## src/rtl/bcd_scan_display.sv

```systemverilog
// Two-digit multiplexed 7-segment driver for a 00-99 BCD counter.
// A dark gap separates the digits, and both digits are sampled once per frame.
module bcd_scan_display #(
  parameter int REFRESH_DIV = 50000,
  parameter bit LZ_BLANK    = 1'b1
) (
  input  logic       clk,
  input  logic       clr,
  input  logic [3:0] MSB,
  input  logic [3:0] LSB,
  output logic [6:0] seg,
  output logic [1:0] an,
  output logic       frame_tick
);

  localparam int PW = (REFRESH_DIV > 1) ? $clog2(REFRESH_DIV) : 1;
  localparam logic [PW-1:0] PRESC_TC = PW'(REFRESH_DIV - 1);
  localparam logic [6:0] SEG_BLANK = 7'b1111111;
  localparam logic [6:0] SEG_DASH  = 7'b1111110;

  typedef enum logic [1:0] {S_GAP1, S_LSB, S_GAP0, S_MSB} state_t;

  state_t          state_q, state_d;
  logic [PW-1:0]   presc_q, presc_d;
  logic [3:0]      hold_msb_q, hold_msb_d;
  logic [3:0]      hold_lsb_q, hold_lsb_d;
  logic            tick_q, tick_d;
  logic [6:0]      seg_q, seg_d;
  logic [1:0]      an_q, an_d;

  function automatic logic [6:0] decode(input logic [3:0] d);
    logic [6:0] s;
    case (d)
      4'd0:    s = 7'b0000001;
      4'd1:    s = 7'b1001111;
      4'd2:    s = 7'b0010010;
      4'd3:    s = 7'b0000110;
      4'd4:    s = 7'b1001100;
      4'd5:    s = 7'b0100100;
      4'd6:    s = 7'b0100000;
      4'd7:    s = 7'b0001111;
      4'd8:    s = 7'b0000000;
      4'd9:    s = 7'b0000100;
      default: s = SEG_DASH;
    endcase
    return s;
  endfunction

  always_comb begin
    state_d    = state_q;
    presc_d    = presc_q;
    hold_msb_d = hold_msb_q;
    hold_lsb_d = hold_lsb_q;
    tick_d     = 1'b0;
    case (state_q)
      S_GAP1: begin
        // The only point where the inputs are sampled; both digits of a frame share it.
        state_d    = S_LSB;
        presc_d    = '0;
        hold_msb_d = MSB;
        hold_lsb_d = LSB;
        tick_d     = 1'b1;
      end
      S_LSB: begin
        if (presc_q == PRESC_TC) begin
          state_d = S_GAP0;
          presc_d = '0;
        end else begin
          presc_d = presc_q + 1'b1;
        end
      end
      S_GAP0: begin
        state_d = S_MSB;
        presc_d = '0;
      end
      S_MSB: begin
        if (presc_q == PRESC_TC) begin
          state_d = S_GAP1;
          presc_d = '0;
        end else begin
          presc_d = presc_q + 1'b1;
        end
      end
      default: begin
        state_d = S_GAP1;
        presc_d = '0;
      end
    endcase
  end

  // Outputs are registered from the next state so they line up with state_q.
  always_comb begin
    an_d  = 2'b11;
    seg_d = SEG_BLANK;
    case (state_d)
      S_LSB: begin
        an_d  = 2'b10;
        seg_d = decode(hold_lsb_d);
      end
      S_MSB: begin
        if (!(LZ_BLANK && (hold_msb_d == 4'd0))) begin
          an_d  = 2'b01;
          seg_d = decode(hold_msb_d);
        end
      end
      default: begin
        an_d  = 2'b11;
        seg_d = SEG_BLANK;
      end
    endcase
  end

  always_ff @(posedge clk or posedge clr) begin
    if (clr) begin
      state_q    <= S_GAP1;
      presc_q    <= '0;
      hold_msb_q <= 4'd0;
      hold_lsb_q <= 4'd0;
      tick_q     <= 1'b0;
      an_q       <= 2'b11;
      seg_q      <= SEG_BLANK;
    end else begin
      state_q    <= state_d;
      presc_q    <= presc_d;
      hold_msb_q <= hold_msb_d;
      hold_lsb_q <= hold_lsb_d;
      tick_q     <= tick_d;
      an_q       <= an_d;
      seg_q      <= seg_d;
    end
  end

  assign seg        = seg_q;
  assign an         = an_q;
  assign frame_tick = tick_q;

endmodule

```

## config.mk

```make
export PLATFORM = sky130hd
export DESIGN_NAME = bcd_scan_display
export DESIGN_NICKNAME = d
export VERILOG_FILES = /design/src/rtl/bcd_scan_display.sv
export SDC_FILE = /design/constraint.sdc
export NUM_CORES = 1
export LEC_CHECK = 0
export ABC_AREA = 1
export CAP_MARGIN = 20
export CORE_ASPECT_RATIO = 0.8
export CORE_UTILIZATION = 62
export DETAILED_ROUTE_END_ITERATION = 7
export GPL_TIMING_DRIVEN = 1
export MAX_ROUTING_LAYER = met4
export PLACE_DENSITY = 0.82
export SYNTH_ARGS = -nofsm -noshare
export SYNTH_HDL_FRONTEND = slang
export SYNTH_SLANG_ARGS = --single-unit
```

## constraint.sdc

```tcl
create_clock -name clk -period 3.9 [get_ports clk]
set_input_delay 0.585 -clock clk [delete_from_list [all_inputs] [get_ports clk]]
set_output_delay 0.585 -clock clk [all_outputs]
set_load 0.1 [all_outputs]
```

After elaboration in Yosys (flattened, before gate mapping)
Memory sizes are Yosys's and may differ from the RTL's.
Index checks and enable logic that the tools add are counted.
{"block": "word_totals", "inputBits": 10, "elab_cells": 32, "mem_count": 2, "romBits": 224, "ff_bits": 36, "out_inout_bits": 10}
{"name": "(name not given)", "depth": 16, "width": 7, "read_ports": 1, "rd_ports_with_merged_regs": 0, "write_ports": 0, "line_no": "33", "rtl": "case (d)"}
{"name": "(name not given)", "depth": 16, "width": 7, "read_ports": 1, "rd_ports_with_merged_regs": 0, "write_ports": 0, "line_no": "33"}
{"block": "classes", "eq_ne": 6, "mux": 12, "addsub": 1, "n_reduce_logical": 4}
{"op": "$pmux 16 s2", "n": 1}
{"op": "$add 16x1->16 const B", "n": 1}
{"op": "$eq 16x16->1 const B", "n": 1}
{"op": "$mux 16", "n": 1}
{"op": "$pmux 7 s2", "n": 1}
{"op": "$mux 4", "n": 2}
{"op": "$pmux 2 s4", "n": 1}
{"op": "$mux 7", "n": 1}
{"op": "$eq 2x2->1 const B", "n": 3}
{"op": "$mux 2", "n": 3}
{"op": "$eq 2x1->1 const B", "n": 2}
{"op": "$logic_not 4->1", "n": 1}
{"op": "$pmux 2 s2", "n": 1}
{"op": "$reduce_or 2->1", "n": 2}
{"op": "$logic_not 2->1", "n": 1}
{"op": "$mux 1", "n": 1}

Depth between registers and ports, before layout
Gate-level depths: netlist (run 1).
{"block": "depth", "word_depth": 5, "mapped_depth": 12, "depth_no_buf": 12}

Worst setup path before layout (run 1)
OpenSTA, ideal clock, no wires.
{"block": "synth_timing", "kind": "reg2reg", "startpoint": "register state_q[1]", "endpoint": "register seg_q[0] (netlist: seg[0])", "path_slack_ns": 2.105, "arrival_time_ns": 1.715, "required_ns": 3.821, "path_stages_with_launch": 13, "path_cell_list": "dfrtp_1 nor2_4 buf_12 nand2_1 o21ai_2 inv_1 ha_1 inv_1 nand3_2 nand2_1 a21oi_1 nor2_1 a21oi_2"}
{"block": "synth_via", "word_cells_on_any_way": 16, "classes_between": "eq/ne: 5; mux: 7; reduce/logical: 2; memory: 2"}
{"element": "start: declaration", "line_no": "23", "rtl": "state_t state_q, state_d;"}
{"element": "start signal: assignment", "line_no": "123", "rtl": "state_q <= state_d;"}
{"element": "$logic_not 2->1", "line_no": "55", "rtl": "case (state_q)"}
{"element": "$mux 4", "line_no": "55"}
{"element": "via hold_lsb_d[0]", "line_no": "26", "rtl": "logic [3:0] hold_lsb_q, hold_lsb_d;"}
{"element": "$mem_v2 16x7"}
{"element": "$pmux 7 s2", "line_no": "95", "rtl": "case (state_d)"}
{"element": "via seg_d[0]", "line_no": "28", "rtl": "logic [6:0] seg_q, seg_d;"}
{"element": "end signal: assignment", "line_no": "129", "rtl": "seg_q <= seg_d;"}
{"element": "end: declaration", "line_no": "28"}
The timed path passes the listed nets, and every way through them passes these cells.

Final worst setup path (run 1)
{"block": "layout_timing", "startpoint": "register seg_q[0] (netlist: seg[0])", "endpoint": "output port seg[0]"}
{"element": "end: declaration", "line_no": "11", "rtl": "output logic [6:0] seg,"}
No word-level cell between the ends.

==> impl_metrics.toml, run 1 <==
[run_status]
outcome = "finished, final reports clean"

[critical_path]
start_kind = "register"
cp_max_fo = 1
r2r_setup_slack_ns = 1.64
cp.arrival_ns = 1.93
critPathMaxStageDelay_ns = 1.12
path_depth = 1
crit_type = "register to output port"
crit_required_ns = 3.31
r2r_cells = 11
end_kind = "output port"
path_buf_inv = 1
cp_cell_sequence = "clkdlybuf4s50_1"
path_delay_family = "buffers and inverters"
crit_path_top_delay_cell = "clkdlybuf4s50_1"

[clocking]
cts_tree = "built"
cts_num_sinks = 36
clk_pin_slew_ns = 0.08
htreeDepth = 2
cts_max_path_buffers = 2
insertion_delay_ns = 0.29
cts_root_buf = "clkbuf_8"
numCtsBuffers = 5
post_cts_resized = 0
postCtsHoldBufs = 0
post_cts_buffers = 0

[synth]
ys.flop_type = "dfrtp_1"
netlist.area_leader.share_pct = 29.8
syn_nets = 306
synth_edf_count = 0
synth_area_per_cell_um2 = 7.98
netlist_area_um2 = 2270
synth_commonest_cells = "nand2_1 (62), inv_1 (39), nand3_1 (38)"
synth_seq_area_share_pct = 40.3
yosys.area.top_type = "dfrtp_1"
ys.warnings.count = 0
synth_cells = 284
synth.top_cells.by_area = "dfrtp_1 (30%), dfstp_2 (10%), nand2_1 (10%)"
synth_seq_cells = 36
yosysUniqueCellTypes = 28
async_flop_share_pct = 100
yosysMostFrequentCell = "nand2_1"

[detailed_routing]
drc = 0
detail_route.vias_per_cell = 5.35
postRouteAntennaNets = 0
drt-total-wl_um = 4450
first_pass_iters = 4
wire_per_inst_um = 12.6
dr_total_vias = 1883
drt_iter0_drc = 156

[grt]
grt_overflow = 0
antenna_found_initial = 0
grt_util_all_layers_pct = 26.0
grt_max_degree = 23
grt_pass1_wl_um = 7640
grt_pass1_vias = 1630

[worst_hold_path]
min_path_cells = 1
min_path_type = "register to register"

[floorplan]
ioPinCount = 20
rows = 19
dieArea_um2 = 3900
initial_core_util_pct = 65.3
die_w_um = 69.6
die_h_um = 56.1
core_um2 = 3470

[final_layout]
multi_input_area_um2 = 1160
fin_nets = 331
area_growth_pct = 13.5
diodes = 0
drive_above_1_share_pct = 14.5
seq_area_um2 = 912
layout.cells.non_filler = 352
fill_cells = 275
final_util_pct = 74.1

[placed_design]
port_buffers = 19
gp_congestion = 0.938
dpl.cell_count = 344
hpwl_um = 3330
dp_slack_ns = 1.65

[sta]
period_share_pct = 64.6
max_freq_ghz = 0.397
rsz0062_at_grt = "false"
fin_crit_ns = 2.52
fin_ws_ns = 1.38
tightest_slew_ns = 0.966
finalMaxSlewViolations = 0
finClkSkew_ns = 0.00806
finalSetupTns_ns = 0
slew_headroom_pct = 35.4
finalSetupViolations = 0
hold_viol = 0

[pwr]
peakVddDrop_uv = 258
power_density_nw_per_um2 = 305
p_leak_nw = 1.33

[run]
cap_violations = 0
==> kinds of logic after synthesis <==
group,count (synthesis),synth area share (%)
compound gates,15,5.47
xor+xnor,7,2.71
fa+ha+maj,12,6.63
buf+inv,46,8.39
flops,36,40.3
simple gates,168,36.6
==> final timing paths <==
path	to	start
min in group asynchronous	presc_q[4]	clr
hold reg to reg	presc_q[0]	presc_q[0]
setup / recovery	seg[0]	seg[0]
setup reg to reg	seg[3]	state_q[1]
max in group asynchronous	seg[3]	clr
hold / removal	presc_q[0]	presc_q[0]
==> routing by layer <==
metal	up-vias	global-route usage [%]	share of wire (%)
li1	949	-	-
met1	867	39.5	52
met2	61	35.1	41
met3	6	5.43	5.6
met4	0	7.00	0.88
met5	-	-	0
==> final cells by class <==
cell class	count	area share, %
tap	42	2.04
clock buffer	7	2.97
multi-input combinational	202	45.2
inverter	44	6.42
timing repair buffer	20	7.68
clock inverter	1	0.195
sequential	36	35.5
==> through the flow <==
| step | area, um2 | hold slack [ns] | power, W |
|---|---|---|---|
| CTS | 2570 | 0.474 | 0.000786 |
| global placement | 2490 | 0.450 | 0.000532 |
| finish | 2570 | 0.469 | 0.000783 |
| floorplan | 2270 | 0.433 | 0.000501 |
| detailed placement | 2490 | 0.465 | 0.000534 |
| global route | 2570 | 0.495 | 0.000816 |
==> placed cells by master, fill, tap and decap left out, types with 3 or more instances in the layout <==
master / count
a21oi_1: 6
clkbuf_8: 5
clkdlybuf4s50_1: 19
dfrtp_1: 27
dfstp_2: 9
ha_1: 12
inv_1: 39
inv_2: 5
nand2_1: 62
nand2_2: 4
nand2_4: 10
nand3_1: 38
nand4_1: 7
nor2_1: 34
nor3_1: 7
o21ai_4: 3
xor2_1: 6
==> registers in the layout, indices dropped and copies added (netlist names) <==
register and flops:
presc_q 16, seg 7, hold_lsb_q 4, hold_msb_q 4, an 2, state_q 2
frame_tick 1
==> where the power goes <==
part | internal [W] | switching [W] | total [W] | leakage (nW)
sequential | 0.000388 | 0.00000390 | 0.000392 | 0.438
clock | 0.000125 | 0.000130 | 0.000255 | 0.0422
combinational | 0.0000400 | 0.0000962 | 0.000136 | 0.854
total | 0.000553 | 0.000230 | 0.000783 | 1.33
(Power assumes the default switching activity.)
==> inputs of run 2 (changes only) <==
--- a/config.mk
+++ b/config.mk
@@ -8,11 +8,11 @@
 export ABC_AREA = 1
 export CAP_MARGIN = 20
 export CORE_ASPECT_RATIO = 0.8
-export CORE_UTILIZATION = 62
+export CORE_UTILIZATION = 52
 export DETAILED_ROUTE_END_ITERATION = 7
 export GPL_TIMING_DRIVEN = 1
 export MAX_ROUTING_LAYER = met4
-export PLACE_DENSITY = 0.82
+export PLACE_DENSITY = 0.73
 export SYNTH_ARGS = -nofsm -noshare
 export SYNTH_HDL_FRONTEND = slang
 export SYNTH_SLANG_ARGS = --single-unit
==> constraint.sdc (replaced) <==
create_clock -name clk -period 2.3 [get_ports clk]
set_input_delay 0.345 -clock clk [delete_from_list [all_inputs] [get_ports clk]]
set_output_delay 0.345 -clock clk [all_outputs]
set_load 0.1 [all_outputs]
==> impl_metrics.toml, run 2 (synthesis gave the netlist of run 1 again) <==
[grt]
grt_max_degree = 37
grt_util_all_layers_pct = 22.7
antenna_found_initial = 0
grt_overflow = 0
grt_pass1_vias = 1562
grt_pass1_wl_um = 7420

[detailed_routing]
postRouteAntennaNets = 0
drt_iter0_drc = 176
dr_total_vias = 1846
wire_per_inst_um = 12.4
drt-total-wl_um = 4610
drc = 0
detail_route.vias_per_cell = 4.98
first_pass_iters = 4

[placed_design]
placed_area_um2 = 2510
hpwl_um = 3490
gp_congestion = 0.910
port_buffers = 19

[clocking]
numCtsBuffers = 5
postCtsHoldBufs = 0
post_cts_resized = 0
cts_max_path_buffers = 2
cts_tree = "built"
cts_num_sinks = 36
cts_root_buf = "clkbuf_8"
clk_pin_slew_ns = 0.07
post_cts_buffers = 0
htreeDepth = 2
insertion_delay_ns = 0.28

[critical_path]
r2r_end = "seg[0]"
end_kind = "register"
r2r_cells = 11
r2r_setup_slack_ns = 0.32
cp_max_fo = 8
crit_type = "register to register"
cp.arrival_ns = 2.19
start_kind = "register"
r2r-start = "state_q[1]"
crit_required_ns = 2.51

[sta]
finalMaxSlewViolations = 0
finalSetupTns_ns = 0
finClkSkew_ns = 0.00341
hold_viol = 0
finalSetupViolations = 0
rsz0062_at_grt = "false"
slew_headroom_pct = 68.0
tightest_slew_ns = 0.476
fin_crit_ns = 1.98
holdWs_ns = 0.465
period_share_pct = 86.1
max_freq_ghz = 0.505

[floorplan]
ioPinCount = 20
core_um2 = 4180
dieArea_um2 = 4630
initial_core_util_pct = 54.2
rows = 21
die_w_um = 75.8
die_h_um = 61.0

[run]
cap_violations = 0

[final_layout]
fin_nets = 335
final_cell_mix = "nand2_1 (62), inv_1 (39), nand3_1 (38)"
final_common_cell = "nand2_1"
diodes = 0
regMostFlops = "presc_q"
area_growth_pct = 15.1
final_util_pct = 62.4
finalInstanceArea_um2 = 2610
largest_register_ff_count = 16
multi_input_area_um2 = 1160
drive_above_1_share_pct = 19.4
seq_area_um2 = 912
fill_cells = 379

[pwr]
power_density_nw_per_um2 = 518
power_w = 0.00135
peakVddDrop_uv = 364
p_leak_nw = 1.37

[worst_hold_path]
min_path_type = "input pin to async pin"

[run_status]
outcome = "finished, final reports clean"
[run 2: per-stage QoR]
step,instances,setup slack (ns)
2_1_floorplan,284,0.505
3_3_place_gp,363,0.372
3_5_place_dp,363,0.323
4_1_cts,371,0.312
5_1_grt,371,0.145
6_report,371,0.320
[run 2: how the worst max path moves through the flow]
stage | end | depth (start not counted) | slack [ns] | startpoint
CTS | seg[0] | 11 | 0.31 | state_q[1]
global placement | seg[0] | 11 | 0.37 | state_q[1]
detailed placement | seg[0] | 11 | 0.32 | state_q[1]
floorplan | seg[0] | 12 | 0.51 | state_q[1]
global route | seg[0] | 11 | 0.15 | state_q[1]
finish | seg[0] | 11 | 0.32 | state_q[1]
[run 2: per-layer routing]
metal,vias up,share of wire (%),global-route usage (%)
met1,843,52,34.1
met5,-,0,-
met4,0,0.87,6.08
met3,4,4.4,5.07
met2,46,43,30.2
li1,953,-,-
[run 2: cell type report]
cell class / count / share of cell area (%)
multi-input cells: 202 / 44.6
clock buffers: 6 / 3.17
well taps: 57 / 2.74
clock inverters: 2 / 0.384
inverters: 44 / 6.33
flip-flops and latches: 36 / 35.0
repair buffers: 24 / 7.77
[run 2: power by group]
group / leakage [nW] / switching [W] / total (W) / internal, W
registers: 0.438 / 0.00000752 / 0.000665 / 0.000658
logic: 0.884 / 0.000162 / 0.000227 / 0.0000646
clock network: 0.0510 / 0.000220 / 0.000459 / 0.000239
total: 1.37 / 0.000390 / 0.00135 / 0.000961
[run 2: worst max-delay path, cell delays in order (launching register included)]
cell     delay [ns]
dfrtp_1        0.50
nor2_4         0.13
buf_4          0.17
o21ai_2        0.25
inv_1          0.14
ha_1           0.22
inv_1          0.06
nand3_2        0.08
nand2_1        0.08
a21oi_1        0.05
nor2_1         0.17
a21oi_2        0.05
==> inputs of run 3 (changes only) <==
--- a/config.mk
+++ b/config.mk
@@ -9,7 +9,9 @@
 export CAP_MARGIN = 20
 export CORE_ASPECT_RATIO = 0.8
 export CORE_UTILIZATION = 52
+export CTS_CLUSTER_DIAMETER = 120
 export DETAILED_ROUTE_END_ITERATION = 7
+export GPL_ROUTABILITY_DRIVEN = 0
 export GPL_TIMING_DRIVEN = 1
 export MAX_ROUTING_LAYER = met4
 export PLACE_DENSITY = 0.73
==> impl_metrics.toml, run 3 (synthesis gave the netlist of run 1 again) <==
[run_status]
outcome = "finished, final reports clean"

[sta]
finalMaxSlewViolations = 0
slew_headroom_pct = 69.5
fin_ws_ns = 0.383
period_share_pct = 83.3
finClkSkew_ns = 0.00568
finalSetupViolations = 0
max_freq_ghz = 0.522
fin_crit_ns = 1.92
finalSetupTns_ns = 0
hold_viol = 0
rsz0062_at_grt = "false"
tightest_slew_ns = 0.457

[placed_design]
port_buffers = 19
dp_slack_ns = 0.394
dpl.cell_count = 363
hpwl_um = 3480

[critical_path]
crit_required_ns = 2.52
r2r-start = "state_q[1]"
cp_cell_sequence = "nor2_4, buf_4, nand2_4, o21ai_4, inv_2, ha_1, inv_1, nand2_1, nand3_1, nand3_1, nand2_1, nand3_1"
cp.arrival_ns = 2.14
critPathMaxStageDelay_ns = 0.47
crit_path_top_delay_cell = "dfrtp_1"
crit_type = "register to register"
start_kind = "register"
cp_max_fo = 8
end_kind = "register"
cp_common_cell = "nand3_1"
startpoint = "state_q[1]"

[final_layout]
final_cell_mix = "nand2_1 (62), inv_1 (39), nand3_1 (38)"
fin_nets = 335
multi_input_area_um2 = 1160
seq_area_um2 = 912
layout.cells.non_filler = 371
fill_cells = 359
area_growth_pct = 14.6
drive_above_1_share_pct = 18.8
final_common_cell = "nand2_1"
diodes = 0
largest_register_ff_count = 16
regMostFlops = "presc_q"

[clocking]
numCtsBuffers = 5
clk_pin_slew_ns = 0.07
postCtsHoldBufs = 0
post_cts_buffers = 0
post_cts_resized = 0
insertion_delay_ns = 0.29
cts_tree = "built"
cts_max_path_buffers = 2
cts_root_buf = "clkbuf_8"
cts_num_sinks = 36
htreeDepth = 2

[detailed_routing]
dr_total_vias = 1842
postRouteAntennaNets = 0
detail_route.vias_per_cell = 4.96
wire_per_inst_um = 12.5
drt-total-wl_um = 4650
drc = 0
drt_iter0_drc = 127
first_pass_iters = 4

[pwr]
power_w = 0.00133
p_leak_nw = 1.36
peakVddDrop_uv = 292
power_density_nw_per_um2 = 514

[floorplan]
ioPinCount = 20
die_w_um = 75.8
die_h_um = 61.0
dieArea_um2 = 4630
core_um2 = 4180
initial_core_util_pct = 54.2
rows = 21

[grt]
grt_pass1_vias = 1601
grt_util_all_layers_pct = 23.3
grt_overflow = 0
antenna_found_initial = 0
grt_pass1_wl_um = 7470
grt_max_degree = 37

[worst_hold_path]
min_path_type = "register to register"
hold_start = "presc_q[0]"

[run]
cap_violations = 0
==> run 3: metrics by stage <==
stage          hold slack (ns)  utilization [%]  instance area, um2
4_1_cts                  0.466             62.1                2600
3_5_place_dp             0.456             60.2                2510
6_report                 0.464             62.1                2600
5_1_grt                  0.500             62.1                2600
2_1_floorplan            0.433                -                2270
3_3_place_gp             0.452             60.2                2510
==> run 3: critical path: cells and delay by family (launching register included) <==
family	cells	cell delay, ns
AO/OA/AOI/OAI	1	0.10
adder cells (fa/ha/maj)	1	0.18
buffers and inverters	3	0.36
flip-flops	1	0.47
AND/OR/NAND/NOR	7	0.74
==> run 3: worst paths after layout <==
path | endpoint | slack (ns) | depth (start not counted)
max | seg[1] | 0.38 | 12
min | presc_q[0] | 0.46 | 1
max reg2reg | seg[1] | 0.38 | 12
min reg2reg | presc_q[0] | 0.46 | 1
max in group asynchronous | an[0] | 1.49 | 3
min in group asynchronous | presc_q[13] | 0.47 | 3
==> run 3: per-layer routing <==
| metal | up-vias | track usage (%) | share of wire (%) |
|---|---|---|---|
| met5 | - | - | 0 |
| met4 | 0 | 8.73 | 2.1 |
| met3 | 10 | 4.91 | 3.9 |
| met2 | 35 | 29.5 | 40 |
| met1 | 836 | 35.6 | 54 |
| li1 | 961 | - | - |
==> run 3: cell type report <==
type | count | area share [%]
repair buffers | 24 | 7.81
clock buffers | 7 | 2.94
well taps | 57 | 2.75
multi-input cells | 202 | 44.8
clock inverters | 1 | 0.193
inverters | 44 | 6.36
flip-flops and latches | 36 | 35.1
==> run 3: where the power goes <==
part           switching (W)  internal (W)  leakage (nW)
Combinational       0.000162     0.0000647         0.884
Clock               0.000229      0.000213        0.0422
Sequential        0.00000828      0.000658         0.438
==> patch 1, RTL diff (flow settings as in run 2) <==
Change the parameter `REFRESH_DIV` from 50000 to 25000.
--- a/src/rtl/bcd_scan_display.sv
+++ b/src/rtl/bcd_scan_display.sv
@@ -2,5 +2,5 @@
 // A dark gap separates the digits, and both digits are sampled once per frame.
 module bcd_scan_display #(
-  parameter int REFRESH_DIV = 50000,
+  parameter int REFRESH_DIV = 25000,
   parameter bit LZ_BLANK    = 1'b1
 ) (
Behaviour: same outputs for any inputs over 10 cycles, from zero or initial values; that may be too few to reach the edited logic, so the function may still have changed.
==> patch 1 against run 2 <==
Sequential cell count is 1 lower; synthesized cell count is 3.9% lower; total power is 0.40% higher; sequential share of layout area is 1.6 points higher; via count is 5.0% lower; wire length is 13% lower; final area is 7.1% lower; core utilization is 0.85 points higher; setup slack worse by 58 ps; critical path depth is 1 lower; synthesized area is 7.7% lower.
==> patch 1: results (changes against run 2) <==
sta:
  min_period_over_period: 0.886  # was 0.861
  finClkSkew_ps: 6.18  # was 3.41 ps
  tightest_slew_ps: 670  # was 476 ps
placement:
  dp_hpwl_um: 3030  # was 3490 um
  globalplace.congestion: 0.847  # was 0.910
  dp_slack_ps: 254  # was 323 ps
power_and_ir_drop:
  vdd_ir_drop_max_mv: 0.314  # was 0.364 mV
  p_leak_uw: 0.00121  # was 0.00137 uW
finish:
  nets: 320  # was 335
  seq_area_um2: 887  # was 912 um2
  largest_reg_flops: 15  # was 16
  n_all_inverters: 42  # was 44
  design.seq.count: 35  # was 36
  num-multi-input-gates: 193  # was 202
  final_layout_size_suffix_gt1_frac: 0.154  # was 0.194
  buf_share: 0.0744  # was 0.0777
  area_dominant_class: "multi-input gates"  # unchanged
  clk_share: 0.0429  # was 0.0355
  n_clock_buffer: 7  # was 6
  fillers: 355  # was 379
  multi_input_area_um2: 1020  # was 1160 um2
  nNonClkBuffers: 21  # was 24
detailed_routing:
  met2_length_um: 1580  # was 1960 um
  routedLengthMet1_um: 2180  # was 2400 um
  via_per_inst: 4.95  # was 4.98
  drt_iter0_drc: 122  # was 176
  wire_per_inst_um: 11.3  # was 12.4 um
  first_pass_iters: 5  # was 4
synthesis:
  ys_seq_area_frac: 0.424  # was 0.403
  syn_nets: 295  # was 306
  synth_ff_type: "dfrtp_1"  # unchanged
  synth_common_cells: "nand2_1, inv_1, nand3_1"  # unchanged
  netlist_top_cells_area: "dfrtp_1, nand2_1, dfstp_2"  # was dfrtp_1, dfstp_2, nand2_1
global_routing:
  use_met1: 0.333  # was 0.341
  globalRouteTotalUtil: 0.220  # was 0.227
  use_met2: 0.283  # was 0.302
  grt_max_degree: 36  # was 37
  grt_pass1_vias: 1463  # was 1562
  grt_pass1_wl_um: 6790  # was 7420 um
  gr-usage-met3: 0.0479  # was 0.0507
clock_tree:
  cts_resized: 0  # unchanged
critical_path:
  r2r_start: "state_q[1]$_DFF_PP0_"  # unchanged
  worstPathMaxFanout: 9  # was 8
  worst-endpoint-arrival_ps: 2260  # was 2190 ps
  rr_worst_depth: 10  # was 11
  rrSetupSlack_ps: 260  # was 320 ps
status:
  status: "finished, final reports clean"  # unchanged
patch 1: report_power, final:
group	switching (uW)	total (uW)	internal, uW	leakage (uW)
logic	156	217	61.8	0.000740
clock network	221	493	272	0.0000505
registers	5.85	646	640	0.000424
patch 1: how the worst max path moves through the flow:
stage,startpoint,endpoint,cells past startpoint
after floorplan,state_q[1]$_DFF_PP0_,seg[0]$_DFF_PP1_,11
after global placement,MSB[0],seg[0]$_DFF_PP1_,11
after detailed placement,state_q[1]$_DFF_PP0_,seg[0]$_DFF_PP1_,10
after CTS,state_q[1]$_DFF_PP0_,seg[0]$_DFF_PP1_,10
after global routing,state_q[1]$_DFF_PP0_,seg[0]$_DFF_PP1_,10
final,state_q[1]$_DFF_PP0_,seg[0]$_DFF_PP1_,10
patch 1: cells by family after synthesis:
logic type / share of synthesized area
AO/OA/AOI/OAI: 0.0563
XOR/XNOR: 0.00419
adder cells (fa/ha/maj): 0.0718
buffers and inverters: 0.0856
flip-flops: 0.424
AND/OR/NAND/NOR: 0.358
patch 1: through the flow:
| step | power, uW | std cells | hold slack, ps | instance area, um2 | util |
|---|---|---|---|---|---|
| 4_1_cts | 1370 | 354 | 471 | 2420 | 0.633 |
| 2_1_floorplan | 823 | 273 | 433 | 2090 | - |
| 5_1_grt | 1420 | 354 | 488 | 2420 | 0.633 |
| 3_5_place_dp | 875 | 346 | 462 | 2320 | 0.606 |
| 6_report | 1360 | 354 | 457 | 2420 | 0.633 |
| 3_3_place_gp | 875 | 346 | 454 | 2320 | 0.606 |
patch 1: critical path, stage by stage, from the launching register on:
cell and delay (ps):
dfrtp_1 490, nor2_4 120, buf_4 180, o21ai_1 320, inv_1 140, ha_1 230
or2_2 290, nand3_1 70, nand2_1 50, nand2_1 50, nand2_1 50
==> patch 2, RTL diff (settings of run 2) <==
Made on the original files. Add an input register stage for `MSB` and `LSB`, without a reset; this delays them by one clock.
--- a/src/rtl/bcd_scan_display.sv
+++ b/src/rtl/bcd_scan_display.sv
@@ -20,4 +20,12 @@
 
   typedef enum logic [1:0] {S_GAP1, S_LSB, S_GAP0, S_MSB} state_t;
+
+  logic [3:0] MSB_q;
+  logic [3:0] LSB_q;
+
+  always_ff @(posedge clk) begin
+    MSB_q <= MSB;
+    LSB_q <= LSB;
+  end
 
   state_t          state_q, state_d;
@@ -58,6 +66,6 @@
         state_d    = S_LSB;
         presc_d    = '0;
-        hold_msb_d = MSB;
-        hold_lsb_d = LSB;
+        hold_msb_d = MSB_q;
+        hold_lsb_d = LSB_q;
         tick_d     = 1'b1;
       end
Behaviour: not the same (Yosys sat finds a counterexample within 4 cycles, from zero or initial values).
==> patch 2 against run 2 <==
Wire length decreased by 5.1%; setup slack improved by 22 ps; synthesized cell count increased by 2.8%; final area increased by 2.9%; sequential cell count increased by 8; synthesized area increased by 2.8%; clock power increased by 1%; total power increased by 10%; largest cell class unchanged; largest power group unchanged; highest routed layer unchanged.
==> patch 2: results (changes against run 2) <==
clock_tree:
  max-clock-path-buffers: 2  # unchanged
  clk_pin_slew_ps: 80
  numCtsBuffers: 5  # unchanged
  worstSkewPairLatency_ps: 290
  htreeDepth: 2  # unchanged
  root_buffer: "clkbuf_8"  # unchanged
placement:
  globalplace.congestion: 0.843  # was 0.910
  portBuffers: 19  # unchanged
  dp_hpwl_um: 3290  # was 3490 um
power_and_ir_drop:
  p_leak_uw: 0.00136  # was 0.00137 uW
  vdd_ir_drop_max_mv: 0.638  # was 0.364 mV
global_routing:
  grt.overflow.total: 0  # unchanged
  antenna_found_initial: 0  # unchanged
  grt_max_degree: 37  # unchanged
  globalRouteTotalUtil: 0.212  # was 0.227
  grt_pass1_vias: 1601  # was 1562
  grt_pass1_wl_um: 7450  # was 7420 um
synthesis:
  synth_mux_area_frac: 0  # unchanged
  synth_ff_type: "dfrtp_1"  # unchanged
  synth_compound_area_frac: 0.0451  # was 0.0547
  ys_seq_area_frac: 0.461  # was 0.403
  synthAdderAreaFrac: 0.0645  # was 0.0663
  netlist_top_cells_area: "dfrtp_1, nand2_1, dfstp_2"  # was dfrtp_1, dfstp_2, nand2_1
  synth_common_cells: "nand2_1, nand3_1, inv_1, nor2_1, dfrtp_1"  # was nand2_1, inv_1, nand3_1
  synth_xor_area_frac: 0.0226  # was 0.0271
  syn_nets: 314  # was 306
  yosysUniqueCellTypes: 28  # unchanged
  yosysWarnings: 0  # unchanged
  yosysTopAreaCell: "dfrtp_1"  # unchanged
  synthArstFlopShare: 0.818  # was 1.00
finish:
  fillers: 374  # was 379
  nets: 345  # was 335
  diodes: 0  # unchanged
  largest_reg_flops: 16  # unchanged
  largest_register: "presc_q"  # unchanged
  final_layout_size_suffix_gt1_frac: 0.151  # was 0.194
status:
  status: "finished, final reports clean"  # unchanged
critical_path:
  crit_slowest_cell: "dfrtp_1"  # unchanged
  worst-endpoint-arrival_ps: 2180
  max_stage_delay_ps: 500  # about the same
  worstPathMaxFanout: 12  # was 8
detailed_routing:
  via_per_inst: 4.95  # was 4.98
  drt_iter0_drc: 181  # was 176
  wire_per_inst_um: 11.5  # was 12.4 um
  first_pass_iters: 4  # unchanged
min_path:
  hp-class: "input pin to asynchronous set/reset pin"  # unchanged
sta:
  finClkSkew_ps: 8.22  # was 3.41 ps
  slew_headroom: 0.705  # was 0.680
[patch 2: cell types whose count changed after synthesis, moves of 3 or more]
cell / before / now
nor3_1: 7 / 3
nand2_4: 10 / 1
dfxtp_1: 0 / 8
nand2_1: 62 / 79
inv_1: 39 / 36
[patch 2: cells by family (layout without fill, tap and decap cells)]
group	after synthesis	in the layout
adders and majority gates	12	12
buffers and inverters	42	74
AOI/OAI and AO/OA	15	15
and+or+nand+nor	173	173
DFF	44	44
xor gates and xnor gates	6	6
[patch 2: stage by stage]
| step | cell area (um2) | setup slack, ps | util | instances | hold WS [ps] |
|---|---|---|---|---|---|
| floorplan | 2330 | 522 | - | 292 | 373 |
| global placement | 2550 | 284 | 0.603 | 367 | 451 |
| detailed placement | 2550 | 246 | 0.603 | 367 | 464 |
| CTS | 2640 | 225 | 0.623 | 375 | 476 |
| global route | 2680 | 118 | 0.634 | 381 | 481 |
| finish | 2680 | 343 | 0.634 | 381 | 468 |
[patch 2: power by group]
part | total, uW | switching [uW] | internal (uW)
sequential | 812 | 8.64 | 803
combinational | 212 | 151 | 60.5
clock | 465 | 253 | 212
total | 1490 | 413 | 1080
[patch 2: worst paths after layout]
check / from / to / slack (ps) / cells after the start
min in group clk: presc_q[0]$_DFF_PP0_ / presc_q[0]$_DFF_PP0_ / 470 / 1
max reg2reg: state_q[1]$_DFF_PP0_ / seg[3]$_DFF_PP1_ / 340 / 10
min reg2reg: presc_q[0]$_DFF_PP0_ / presc_q[0]$_DFF_PP0_ / 470 / 1
min: clr / hold_msb_q[0]$_DFF_PP0_ / 470 / 3
max in group asynchronous: clr / seg[1]$_DFF_PP1_ / 1490 / 3
max: state_q[1]$_DFF_PP0_ / seg[3]$_DFF_PP1_ / 340 / 10
[patch 2: layout make-up]
type	count	area share
clock inverters	3	0.00700
well taps	57	0.0266
inverters	40	0.0560
repair buffers	26	0.0812
clock buffers	5	0.0257
multi-input cells	206	0.404
flip-flops and latches	44	0.400
[patch 2: critical path: cells and delay by family, from the launching register on]
kind / cells / cell delay (ps)
adders and majority gates: 1 / 300
and+or+nand+nor: 8 / 970
buffers and inverters: 1 / 130
DFF: 1 / 500
[patch 2: routing by layer]
layer | part of all wire | routed length, um | track usage
met1 | 0.53 | 2330 | 0.318
met2 | 0.40 | 1770 | 0.288
met3 | 0.056 | 244 | 0.0482
met4 | 0.0069 | 30 | 0.0412
met5 | 0 | 0 | -
[patch 2: timing repair]
action | CTS | global route
gates resized for setup | 0 | 0
buffers inserted | 0 | 6
endpoints found under the setup margin | 0 | 2
